[config.mk]
export PLATFORM = sky130hd
export DESIGN_NAME = period_meter
export DESIGN_NICKNAME = d
export VERILOG_FILES = /design/src/rtl/period_meter.sv
export SDC_FILE = /design/constraint.sdc
export NUM_CORES = 1
export LEC_CHECK = 0
export BUFFER_PORTS_ARGS = -buffer_cell sky130_fd_sc_hd__clkbuf_2
export CELL_PAD_IN_SITES_DETAIL_PLACEMENT = 0
export CELL_PAD_IN_SITES_GLOBAL_PLACEMENT = 1
export CORE_UTILIZATION = 52
export CTS_CLUSTER_DIAMETER = 120
export DETAILED_ROUTE_END_ITERATION = 7
export PLACE_DENSITY_LB_ADDON = 0.1
export SYNTH_ARGS = -nofsm -noshare
export SYNTH_HDL_FRONTEND = slang
export SYNTH_SLANG_ARGS = --single-unit
[constraint.sdc]
create_clock -name clk_100m -period 7 [get_ports clk_100m]
set_input_delay 0.7 -clock clk_100m [delete_from_list [all_inputs] [get_ports clk_100m]]
set_output_delay 0.7 -clock clk_100m [all_outputs]
set_load 0.01 [all_outputs]
[src/rtl/period_meter.sv]
// Period and high-time meter for a slow external square wave.
// Results are averaged over 2^AVG_LOG2 periods; a dead input raises timeout.
module period_meter #(
  parameter int CNT_W       = 32,
  parameter int AVG_LOG2    = 0,
  parameter int TIMEOUT_CYC = 10_000_000
) (
  input  logic             clk_100m,
  input  logic             rstn,
  input  logic             sig_in,
  output logic [CNT_W-1:0] period_cnt,
  output logic [CNT_W-1:0] high_cnt,
  output logic             period_valid,
  output logic             timeout,
  output logic             no_signal
);

  localparam int SW = CNT_W + AVG_LOG2;
  localparam int IW = (AVG_LOG2 > 0) ? AVG_LOG2 : 1;
  localparam logic [IW-1:0] LAST = IW'((1 << AVG_LOG2) - 1);
  localparam logic [CNT_W-1:0] LIMIT = CNT_W'(TIMEOUT_CYC);

  typedef enum logic {
    S_WAIT,
    S_MEAS
  } state_t;

  state_t state, state_nx;

  logic sync1, sig_s, sig_d, rise;
  logic [CNT_W-1:0] per_acc, hi_acc;
  logic [SW-1:0] per_sum, hi_sum;
  logic [SW-1:0] per_tot, hi_tot;
  logic [IW-1:0] avg_idx;
  logic arm, tick, close, expire, fire;

  assign rise    = sig_s & ~sig_d;
  assign per_tot = per_sum + SW'(per_acc);
  assign hi_tot  = hi_sum + SW'(hi_acc);
  assign fire    = close && (avg_idx == LAST);

  always_ff @(posedge clk_100m or negedge rstn) begin
    if (!rstn) begin
      sync1 <= 1'b0;
      sig_s <= 1'b0;
      sig_d <= 1'b0;
    end else begin
      sync1 <= sig_in;
      sig_s <= sync1;
      sig_d <= sig_s;
    end
  end

  always_ff @(posedge clk_100m or negedge rstn) begin
    if (!rstn) state <= S_WAIT;
    else       state <= state_nx;
  end

  // A rise wins over the timeout when both land in the same cycle.
  always_comb begin
    state_nx = state;
    arm      = 1'b0;
    tick     = 1'b0;
    close    = 1'b0;
    expire   = 1'b0;
    unique case (state)
      S_WAIT: begin
        if (rise) begin
          arm      = 1'b1;
          state_nx = S_MEAS;
        end
      end
      S_MEAS: begin
        if (rise) begin
          close = 1'b1;
        end else if (per_acc == LIMIT) begin
          expire   = 1'b1;
          state_nx = S_WAIT;
        end else begin
          tick = 1'b1;
        end
      end
    endcase
  end

  always_ff @(posedge clk_100m or negedge rstn) begin
    if (!rstn) begin
      per_acc      <= '0;
      hi_acc       <= '0;
      per_sum      <= '0;
      hi_sum       <= '0;
      avg_idx      <= '0;
      period_cnt   <= '0;
      high_cnt     <= '0;
      period_valid <= 1'b0;
      timeout      <= 1'b0;
      no_signal    <= 1'b1;
    end else begin
      period_valid <= 1'b0;
      timeout      <= 1'b0;
      if (arm) begin
        per_acc <= CNT_W'(1);
        hi_acc  <= CNT_W'(1);
        per_sum <= '0;
        hi_sum  <= '0;
        avg_idx <= '0;
      end
      if (tick) begin
        per_acc <= per_acc + CNT_W'(1);
        hi_acc  <= hi_acc + CNT_W'(sig_s);
      end
      if (close) begin
        per_acc <= CNT_W'(1);
        hi_acc  <= CNT_W'(1);
        if (fire) begin
          avg_idx      <= '0;
          per_sum      <= '0;
          hi_sum       <= '0;
          period_cnt   <= CNT_W'(per_tot >> AVG_LOG2);
          high_cnt     <= CNT_W'(hi_tot >> AVG_LOG2);
          period_valid <= 1'b1;
          no_signal    <= 1'b0;
        end else begin
          avg_idx <= avg_idx + IW'(1);
          per_sum <= per_tot;
          hi_sum  <= hi_tot;
        end
      end
      if (expire) begin
        per_acc   <= '0;
        hi_acc    <= '0;
        per_sum   <= '0;
        hi_sum    <= '0;
        avg_idx   <= '0;
        timeout   <= 1'b1;
        no_signal <= 1'b1;
      end
    end
  end

endmodule

==> impl_metrics.toml <==
[run_status]
status = "finished clean"

[power_and_ir_drop]
switchingPower_mw = 0.624
p_clk_frac = 0.410
powerDensity_nw_per_um2 = 192
swShare = 0.256
power_leakage_nw = 6.33
seqPwrFrac = 0.506
irDropWorstVdd_v = 0.000126
p_int_mw = 1.81
power_mw = 2.43
combPwrFrac = 0.084

[worst_setup_path]
endpoint_kind = "flip-flop"
crit_chain = "nor4b_1 > nand2_1 > nor4_4 > nand2b_1 > nand2b_2 > o22ai_1 > a22o_1"
path_max_fanout = 55
cp_slowest_cell = "nand2b_2"
crit_type = "reg -> reg"
cp.depth = 7
crit_arrival_ns = 3.76
cp_num_buf_inv = 0
cp_top_family = "simple AND/OR/NAND/NOR gates"
rrSetupSlack_ns = 3.57
start_kind = "flip-flop"
crit_path_max_incr_delay_ns = 0.95
r2r_cells = 7
required_ns = 7.33

[timing]
drv_slew = 0
fmax_mhz = 291
tns_ns = 0
finalSetupViolations = 0
maxSlewHeadroom = 0.218
rsz0062_at_grt = "no"
fin_crit_ns = 3.43
hold_viol = 0
clock_skew_ns = 0.0155
min_period_over_period = 0.491
tightest_slew_ns = 1.17

[route]
viasPerCell = 5.90
drc = 0
wl_per_cell_um = 17.3
drtIter0Drc = 656
dr.pass1.iters = 5
routed_wl_mm = 26.6
vias = 9089
ant_nets = 0

[cells_and_area]
regArea_sq_um = 5010
diodes = 0
nets = 1319
final_common_cell = "dfrtp_1"
final_cells = 1540
drive_gt1_frac = 0.133
design_area_sq_um = 12700
multiInputGateArea_sq_um = 6250
area_growth_pct = 10.1
final_cell_mix = "199 x dfrtp_1, 164 x nand2_1, 83 x o21ai_0, 69 x nor2_1"
nFillCells = 1943

[global_route]
grt_pass1_wl_mm = 44.1
grt_pass1_vias = 8354
antenna_found_initial = 0
grt_max_degree = 75
overflow = 0
grt_use_total = 0.247

[floorplanning]
io_pins = 70
die_w_um = 151
initial_utilization = 0.530
die_h_um = 151
rows = 54
core_sq_um = 21800
die-area_sq_um = 22800

[place]
place_area_sq_um = 12100
dp_hpwl_mm = 17.9
port_buffers = 69
place_congestion = 0.834
dp.cells = 1509

[clock_network]
cts_setup_buffers = 0
clockBufferDepth = 2
cts_root_buffer = "clkbuf_16"
htreeDepth = 4
cts_tree = "built"
cts-resized-gates = 0
clock_latency_ns = 0.45
path_clk_slew_ns = 0.07
cts.sinks = 200
hold_buffers = 0
cts-buffers-inserted = 17

[synthesis]
yosys_most_used_dff = "dfrtp_1"
ys_seq_area_frac = 0.434
syn_area_sq_um = 11500
ys_seq_elements = 200
avgSynthCellArea_sq_um = 9.56
postSynthNetCount = 1276
synth_cell_types = 74
synth_top_area_frac = 0.432
synth-async-reset-ratio = 1.00
synth_enable_flop_cells = 0
synthTopCellsByArea = "dfrtp_1 43%, ha_1 7.2%, nand2_1 5.3%"
syn_inst = 1205
synth_top_area_cell = "dfrtp_1"
ys.warnings.count = 0

[hold_path]
hold_path.class = "in -> async"

[job]
maxCapViolations = 0
==> cell type report <==
| class | instances | share of cell area |
|---|---|---|
| clock inverter | 10 | 0.00957 |
| sequential | 200 | 0.395 |
| tap | 280 | 0.0276 |
| timing repair buffer | 77 | 0.0327 |
| clock buffer | 21 | 0.0363 |
| inverter | 22 | 0.00651 |
| multi-input combinational | 930 | 0.493 |
==> power groups by stage <==
stage                     logic (mW)  clock network (mW)  registers, mW
after global routing           0.232                1.07           1.24
final                          0.204               0.998           1.23
after detailed placement       0.205                   0           1.25
after global placement         0.200                   0           1.25
after CTS                      0.206                1.03           1.23
after floorplan                0.116                   0           1.25
==> kinds of logic (layout without fill, tap and decap cells) <==
group | count (synthesis) | in the layout | share of synthesized area
AO/OA/AOI/OAI | 372 | 372 | 0.214
XOR/XNOR | 66 | 66 | 0.0520
adder cells (fa/ha/maj) | 68 | 68 | 0.0751
buffers and inverters | 75 | 130 | 0.0256
flip-flops | 200 | 200 | 0.434
multiplexers | 36 | 36 | 0.0350
AND/OR/NAND/NOR | 388 | 388 | 0.164
==> cell usage after synthesis (9+ instances only) <==
| cell | number |
|---|---|
| and3_1 | 30 |
| mux2_2 | 34 |
| dfrtp_1 | 199 |
| nand2_1 | 164 |
| nand4_1 | 24 |
| xor2_1 | 24 |
| nand2b_1 | 10 |
| a21oi_1 | 69 |
| and2_1 | 12 |
| nand3_1 | 27 |
| xnor2_1 | 40 |
| nor2_1 | 71 |
| clkbuf_1 | 37 |
| a31oi_1 | 17 |
| a21o_1 | 36 |
| and4_1 | 9 |
| inv_1 | 21 |
| a22o_1 | 61 |
| ha_1 | 66 |
| o21ai_0 | 83 |
| o21ai_1 | 45 |
==> path summary, 6_finish.rpt <==
kind | endpoint | startpoint
min in group clk_100m | sync1 | sig_in
min | high_cnt[10] | rstn
max | hi_acc[26] | per_acc[14]
max in group asynchronous | period_cnt[9] | rstn
min reg2reg | sig_s | sync1
max reg2reg | hi_acc[26] | per_acc[14]
==> metal layers <==
| layer | vias up | routed length [um] | GRT usage |
|---|---|---|---|
| li1 | 4497 | - | - |
| met1 | 4431 | 14200 | 0.383 |
| met2 | 140 | 11200 | 0.355 |
| met3 | 21 | 877 | 0.0440 |
| met4 | 0 | 253 | 0.0575 |
| met5 | - | 0 | 0 |
==> sequential cells by signal (all words and copies together), names as in the netlist <==
signal and flops:
avg_idx 1, sync1 1, no_signal 1, sig_d 1, timeout 1, hi_acc 32
high_cnt 32, period_cnt 32, per_sum 32, state 1, per_acc 32, period_valid 1
hi_sum 32, sig_s 1
==> stage by stage <==
| step | setup WS [ns] | util | hold WS (ns) |
|---|---|---|---|
| 2_1_floorplan | 4.16 | - | 0.331 |
| 3_3_place_gp | 3.65 | 0.556 | 0.362 |
| 3_5_place_dp | 3.60 | 0.556 | 0.340 |
| 4_1_cts | 3.58 | 0.583 | 0.256 |
| 5_1_grt | 3.33 | 0.583 | 0.269 |
| 6_report | 3.57 | 0.583 | 0.242 |
Power figures use the tool's default switching activity.
